File: config.mk
export PLATFORM = sky130hd
export DESIGN_NAME = spi_flash_seq
export DESIGN_NICKNAME = d
export VERILOG_FILES = /design/src/rtl/spi_flash_seq.sv
export SDC_FILE = /design/constraint.sdc
export NUM_CORES = 1
export LEC_CHECK = 0
export BUFFER_PORTS_ARGS = -buffer_cell sky130_fd_sc_hd__buf_2
export CORE_MARGIN = 1
export CORE_UTILIZATION = 59
export DETAILED_ROUTE_END_ITERATION = 16
export GPL_TIMING_DRIVEN = 0
export PLACE_DENSITY = 0.95
export SETUP_SLACK_MARGIN = 0.05
export SLEW_MARGIN = 20
export SYNTH_ARGS = -nofsm -noshare
export SYNTH_HDL_FRONTEND = slang
export SYNTH_SLANG_ARGS = --single-unit
File: constraint.sdc
create_clock -name clk -period 14.4 [get_ports clk]
set_clock_uncertainty 0.2 [all_clocks]
set_input_delay 1.44 -clock clk [delete_from_list [all_inputs] [get_ports clk]]
set_output_delay 1.44 -clock clk [all_outputs]
set_load 0.02 [all_outputs]
File: src/rtl/spi_flash_seq.sv
// Command sequencer in front of the SPI flash master: turns CPU requests into
// WREN / PP / SE / READ / RDSR command sequences with WIP polling and timeouts.
module spi_flash_seq #(
    parameter logic [15:0] POLL_MAX = 16'd65535,
    parameter logic [7:0]  POLL_GAP = 8'd16,
    parameter logic [7:0]  START_TO = 8'd64
) (
    input  logic        clk,
    input  logic        rst,
    input  logic        req_valid,
    output logic        req_ready,
    input  logic [1:0]  req_op,
    input  logic [23:0] req_addr,
    input  logic [31:0] req_wdata,
    output logic        resp_valid,
    output logic [31:0] resp_rdata,
    output logic        resp_err,
    output logic [31:0] m_data_in,
    output logic [23:0] m_address,
    output logic [7:0]  m_command,
    output logic [2:0]  m_commtype,
    output logic        m_validflag,
    input  logic        m_tready,
    input  logic        m_validflag_out,
    input  logic [31:0] m_data_out
);

    // state      | meaning
    // S_IDLE     | ready for a request
    // S_ISSUE    | load command for current step, pulse validflag once master idle
    // S_WAIT_LOW | wait for master to go busy (start timeout)
    // S_WAIT_DONE| wait for answer pulse or master idle again
    // S_NEXT     | advance step, evaluate WIP poll result
    // S_GAP      | idle spacing between RDSR polls
    // S_RESP     | one-cycle completion pulse
    typedef enum logic [2:0] {
        S_IDLE, S_ISSUE, S_WAIT_LOW, S_WAIT_DONE, S_NEXT, S_GAP, S_RESP
    } state_t;

    state_t      state, state_nxt;
    logic [1:0]  op_q;
    logic [1:0]  step_q;
    logic [23:0] addr_q;
    logic [31:0] wdata_q;
    logic [31:0] data_q;
    logic [15:0] poll_cnt;
    logic [7:0]  timer;
    logic        err_q;

    logic [7:0]  cmd_sel;
    logic [2:0]  type_sel;
    logic        is_pe, last_step, answer_cmd, wip, poll_full, start_tc, gap_tc;

    assign is_pe      = op_q[0] ^ op_q[1];
    assign last_step  = is_pe ? (step_q == 2'd2) : 1'b1;
    assign answer_cmd = (m_commtype == 3'b001) || (m_commtype == 3'b010);
    assign wip        = data_q[24];
    assign poll_full  = ((poll_cnt + 16'd1) == POLL_MAX);
    assign start_tc   = (timer == (START_TO - 8'd1));
    assign gap_tc     = (timer == (POLL_GAP - 8'd1));

    assign req_ready  = (state == S_IDLE);
    assign resp_valid = (state == S_RESP);
    assign resp_err   = (state == S_RESP) & err_q;

    always_comb begin
        cmd_sel  = 8'h05;
        type_sel = 3'b001;
        if (op_q == 2'b00) begin
            cmd_sel  = 8'h03;
            type_sel = 3'b010;
        end else if (is_pe && step_q == 2'd0) begin
            cmd_sel  = 8'h06;
            type_sel = 3'b000;
        end else if (is_pe && step_q == 2'd1) begin
            cmd_sel  = (op_q == 2'b01) ? 8'h02 : 8'hD8;
            type_sel = (op_q == 2'b01) ? 3'b100 : 3'b101;
        end
    end

    always_ff @(posedge clk or posedge rst) begin
        if (rst) state <= S_IDLE;
        else     state <= state_nxt;
    end

    always_comb begin
        state_nxt = state;
        case (state)
            S_IDLE:      if (req_valid) state_nxt = S_ISSUE;
            S_ISSUE:     if (m_tready) state_nxt = S_WAIT_LOW;
            S_WAIT_LOW: begin
                if (!m_tready)     state_nxt = S_WAIT_DONE;
                else if (start_tc) state_nxt = S_RESP;
            end
            S_WAIT_DONE: if (answer_cmd ? m_validflag_out : m_tready) state_nxt = S_NEXT;
            S_NEXT: begin
                if (!last_step)        state_nxt = S_ISSUE;
                else if (is_pe && wip) state_nxt = poll_full ? S_RESP : S_GAP;
                else                   state_nxt = S_RESP;
            end
            S_GAP:       if (gap_tc) state_nxt = S_ISSUE;
            S_RESP:      state_nxt = S_IDLE;
            default:     state_nxt = S_IDLE;
        endcase
    end

    always_ff @(posedge clk or posedge rst) begin
        if (rst) begin
            op_q        <= 2'b00;
            step_q      <= 2'd0;
            addr_q      <= 24'd0;
            wdata_q     <= 32'd0;
            data_q      <= 32'd0;
            poll_cnt    <= 16'd0;
            timer       <= 8'd0;
            err_q       <= 1'b0;
            resp_rdata  <= 32'd0;
            m_data_in   <= 32'd0;
            m_address   <= 24'd0;
            m_command   <= 8'd0;
            m_commtype  <= 3'b111;
            m_validflag <= 1'b0;
        end else begin
            m_validflag <= 1'b0;
            case (state)
                S_IDLE: if (req_valid) begin
                    op_q     <= req_op;
                    addr_q   <= req_addr;
                    wdata_q  <= req_wdata;
                    step_q   <= 2'd0;
                    poll_cnt <= 16'd0;
                    timer    <= 8'd0;
                    err_q    <= 1'b0;
                end
                S_ISSUE: if (m_tready) begin
                    m_command   <= cmd_sel;
                    m_commtype  <= type_sel;
                    m_address   <= addr_q;
                    m_data_in   <= wdata_q;
                    m_validflag <= 1'b1;
                    timer       <= 8'd0;
                end
                S_WAIT_LOW: if (m_tready) begin
                    if (start_tc) err_q <= 1'b1;
                    else          timer <= timer + 8'd1;
                end
                S_WAIT_DONE: if (answer_cmd && m_validflag_out) data_q <= m_data_out;
                S_NEXT: begin
                    if (!last_step) begin
                        step_q <= step_q + 2'd1;
                    end else if (is_pe && wip) begin
                        // error path leaves resp_rdata untouched
                        poll_cnt <= poll_cnt + 16'd1;
                        timer    <= 8'd0;
                        if (poll_full) err_q <= 1'b1;
                    end else begin
                        resp_rdata <= data_q;
                    end
                end
                S_GAP: if (!gap_tc) timer <= timer + 8'd1;
                default: ;
            endcase
        end
    end

endmodule

# Word level (Yosys, flattened, before mapping)
# Cells that the tools add are included.
# op_classes
reduce_logical	20
n_lt_le_gt_ge	0
n_mul	0
n_shift	0
bitwise_logic	3
n_eq_ne	27
div_mod_pow	0
n_addsub	3
muxes	44
# ops
op	count
two-way mux 8 bit	11
two-way mux 16 bit	3
one-hot mux 8 bit (5 select lines)	1
one-hot mux 16 bit (2 select lines)	1
two-way mux 3 bit	10
!= test 2 bit, second input constant	12
one-hot mux 3 bit (6 select lines)	1
adder 16 x 1 -> 16 bit, second input constant	1
== test 16 bit, second input constant	1
two-way mux 1 bit	11
== test 3 x 2 -> 1 bit, second input constant	3
== test 3 bit, second input constant	3
adder 8 x 1 -> 8 bit, second input constant	1
== test 8 x 4 -> 1 bit, second input constant	1
== test 8 x 6 -> 1 bit, second input constant	1
two-way mux 2 bit	4
AND reduction 8 bit	1
AND reduction 7 bit	1
== test 3 x 1 -> 1 bit, second input constant	2
AND reduction 2 bit	3
AND reduction 3 bit	2
AND reduction 5 bit	1
nonzero test 5 bit	1
== test 2 x 1 -> 1 bit, second input constant	2
other kinds (15)	19
# word_totals
ram_bits	0
in_bits	95
wordCells	112
latch_bits	0
output_inout_bits	103
memories	0
romBits	0
regBits	220

# Longest topological paths before layout
# logic_depth
word_depth	6
ltp_mapped	9
depth_no_buf	8

# Worst setup path before layout
# Ideal clock, no wire load.
# synth_timing
kind	reg2out
startpoint	register state[1]
endpoint	output resp_err
arrival_ns	1.394
path_buffers	2
path_stages_with_launch	6
slack_ns	11.366
t_required_ns	12.760
path_cell_list	dfrtp_1 buf_2 clkbuf_1 nand2_1 nor2_1 and2_1
# synth_via
elab_chain_len	2
# synth_lines
item	line_no	text
start, declared	40	state_t state, state_nxt;
start signal, assigned	83	else state <= state_nxt;
== test 3 bit	--	
named net resp_valid	15	output logic resp_valid,
bitwise AND 1 bit	64	assign resp_err = (state == S_RESP) & err_q;
end, declared	17	output logic resp_err,
# The timed path passes the listed nets, and every way through them passes these cells.

# Final worst setup path
# layout_timing
startpoint	register state[2]
endpoint	output resp_err
# layout_via
elab_chain_len	2
# layout_lines
item	line_no
== test 3 bit	64
bitwise AND 1 bit	64
# Every way passes these cells.

==> flow_metrics.py <==
metrics = {
    "synthesis": {
        "synth-xor-area-share": 0.00770,
        "synth-async-reset-ratio": 1.00,
        "synth.net_count": 1004,
        "synthSimpleGateAreaFrac": 0.209,
        "synth_top_family_by_area": "simple AND/OR/NAND/NOR gates",
        "synth_seq_area_share": 0.595,
        "syn-mean-instance-area_um2": 10.1,
        "synthAdderAreaFrac": 0.0110,
        "synth_edf_count": 0,
        "synth_cells": 901,
        "synth-compound-area-share": 0.0652,
        "ys_ff_latch": 216,
        "yosysWarnings": 0,
        "synthMuxAreaShare": 0.0803,
        "ys.flop_type": "dfrtp_1",
        "netlist_area_mm2": 0.00910,
        "yosysUniqueCellTypes": 64,
    },
    "die": {
        "core_mm2": 0.0151,
        "num_rows": 45,
        "num_io_pins": 198,
        "die_w_um": 126,
        "start_util": 0.601,
        "fp.dieH_um": 126,
        "die-area_mm2": 0.0159,
    },
    "clocking": {
        "cts.sinks": 216,
        "insertion_delay_ns": 0.50,
        "post_cts_resized": 0,
        "cts_root_buf": "clkbuf_16",
        "cts_tree": "yes",
        "cts_max_level": 1,
        "clk_path_buf_depth": 3,
        "cts_made_buffers": 23,
        "hold_buffers": 0,
        "post-cts-setup-buffers": 0,
        "cts.clk_slew.worst_paths_ns": 0.06,
    },
    "power_and_ir_drop": {
        "vdd_ir_drop_max_mv": 0.140,
        "p_switching_mw": 0.917,
        "clkPwrFrac": 0.245,
        "pwr-share-seq": 0.403,
        "power_leakage_nw": 5.84,
        "p_sw_frac": 0.372,
        "power_frac_comb": 0.352,
        "powerDensity_mw_per_mm2": 221,
        "intPower_mw": 1.55,
    },
    "worst_setup_path": {
        "reg2reg_setup_slack_ns": 11.85,
        "reg2reg_from": "state[2]",
        "r2r-end": "data_q[6]",
        "arrival_ns": 1.96,
        "cp_data_required_time_ns": 12.76,
        "worstPathCellList": "buf_4 > clkbuf_1 > nand2_1 > nor2_1 > and2_1 > buf_2",
        "start_kind": "flip-flop",
        "cp_slowest_cell": "clkbuf_1",
        "worst-r2r-cell-count": 7,
        "path_class": "reg2out",
        "crit_path_end_kind": "output port",
        "critPathMaxStageDelay_ns": 0.39,
        "crit_fanout": 10,
    },
    "route": {
        "routedWlPerCell_um": 16.4,
        "finalWirelength_um": 21800,
        "ant_nets": 0,
        "drtIter0Drc": 500,
        "first_pass_iters": 5,
        "drc": 0,
        "num_vias": 7309,
        "avgViaCountPerCell": 5.50,
    },
    "timing": {
        "timing.fmax_mhz": 277,
        "layout_min_cycle_time_ns": 3.60,
        "maxSlewHeadroom": 0.593,
        "tightest_slew_ns": 0.606,
        "report.final.setup_viol": 0,
        "slew_viol_final": 0,
        "finalHoldViolations": 0,
        "rsz0062_at_grt": "no",
        "finalSetupTns_ns": 0,
        "period_share": 0.250,
    },
    "grt": {
        "antenna_found_initial": 1,
        "grt_pass1_vias": 7367,
        "grt_start_max_net_pins": 112,
        "grt_overflow": 0,
        "grt_usage": 0.282,
        "grt_pass1_wl_um": 36000,
    },
    "placed_design": {
        "gp_congestion": 0.869,
        "placed_area_mm2": 0.0104,
        "hpwl_um": 14600,
        "dp_cells": 1287,
        "io_buffers": 196,
    },
    "cells_and_area": {
        "finalInstanceArea_mm2": 0.0112,
        "fin_cells": 1330,
        "layout.nets": 1227,
        "drive_gt1_frac": 0.292,
        "syn_to_final_growth_pct": 22.8,
    },
    "hold_path": {
        "hold_path_class": "reg2reg",
        "holdPathStages": 2,
        "hold_end": "m_data_in[31]",
        "hold_start": "m_data_in[31]",
    },
    "job": {
        "drv_cap": 0,
    },
    "run_status": {
        "status": "completed",
    },
}
## kinds of logic after synthesis
| family | Yosys count |
|---|---|
| xor+xnor | 8 |
| flops | 216 |
| other cells | 1 |
| compound gates | 84 |
| mux | 65 |
| fa+ha+maj | 8 |
| simple gates | 459 |
| buf+inv | 60 |
## routing by layer
layer / share of wire / global-route usage
met1: 0.39 / 0.359
met5: 0 / 0
met2: 0.51 / 0.487
met4: 0.030 / 0.0971
met3: 0.070 / 0.0518
## worst max-delay path, delay by kind of cell (launching register included)
| kind | cells | cell delay, ns |
|---|---|---|
| buf+inv | 3 | 0.71 |
| flops | 1 | 0.32 |
| simple gates | 3 | 0.43 |
## cell usage after synthesis, drive strengths merged (3+ instances only)
master,n,area share
and3,3,0.0021
clkbuf,26,0.011
o211ai,3,0.0025
nand3,18,0.010
xor2,3,0.0029
mux2,64,0.079
nand2b,7,0.0048
nand2,379,0.16
buf,24,0.017
o31ai,12,0.011
and2,3,0.0021
nor3,4,0.0022
o21a,3,0.0025
a211oi,3,0.0030
a21o,5,0.0041
inv,9,0.0037
nor2b,4,0.0028
nand4,7,0.0055
dfstp,3,0.0087
nor2,22,0.0091
xnor2,5,0.0048
a21oi,8,0.0044
ha,8,0.011
o21ai,33,0.018
dfrtp,213,0.59
## cell type report
type                            instances  area [um^2]
Sequential cell                       216         5410
Fill cell                            1006         3970
Multi-Input combinational cell        625         3400
Timing Repair Buffer                  198         1040
Clock buffer                           35          701
Buffer                                 50          253
Tap cell                              188          235
Clock inverter                          7         93.8
Inverter                               10         45.0
Antenna cell                            1         2.50
## cells in the final DEF, fill, tap and decap left out, types with 8 or more instances in the layout
| cell | n |
|---|---|
| nand2_1 | 379 |
| dfrtp_1 | 213 |
| buf_2 | 203 |
| mux2_2 | 61 |
| o21ai_0 | 31 |
| clkbuf_1 | 30 |
| clkbuf_16 | 23 |
| nor2_1 | 22 |
| nand3_1 | 17 |
| buf_4 | 13 |
| o31ai_1 | 11 |
| a21oi_1 | 8 |
| ha_1 | 8 |
| clkbuf_8 | 8 |
## registers in the layout, indices dropped and copies added, names as in the netlist, 8 cells and up
name / flops
m_data_in: 32
poll_cnt: 16
m_address: 24
wdata_q: 32
resp_rdata: 32
data_q: 32
timer: 8
addr_q: 24
## per-stage QoR
stage | power [mW] | utilization | setup WS (ns) | hold WS, ns
finish | 2.47 | 0.738 | 10.80 | 0.267
detailed placement | 1.86 | 0.685 | 11.13 | 0.255
global placement | 1.81 | 0.681 | 4.75 | 0.242
floorplan | 1.56 | - | 6.86 | 0.239
CTS | 2.48 | 0.737 | 10.79 | 0.271
global route | 2.61 | 0.738 | 10.66 | 0.286
## power groups by stage
stage	clock network (mW)	registers (mW)	logic, mW
2_1_floorplan	0	1.11	0.452
3_3_place_gp	0	0.979	0.826
3_5_place_dp	0	0.995	0.862
4_1_cts	0.613	0.992	0.874
5_1_grt	0.639	1.02	0.956
6_report	0.605	0.994	0.869
## worst max-delay path by stage
stage                   from      endpoint  depth (start not counted)
finish              state[2]      resp_err                          6
global route        state[2]      resp_err                          6
CTS                 state[2]      resp_err                          6
detailed placement  m_tready  m_address[9]                          7
global placement         rst     addr_q[1]                          2
floorplan                rst     addr_q[0]                          1
(Power assumes the default switching activity.)
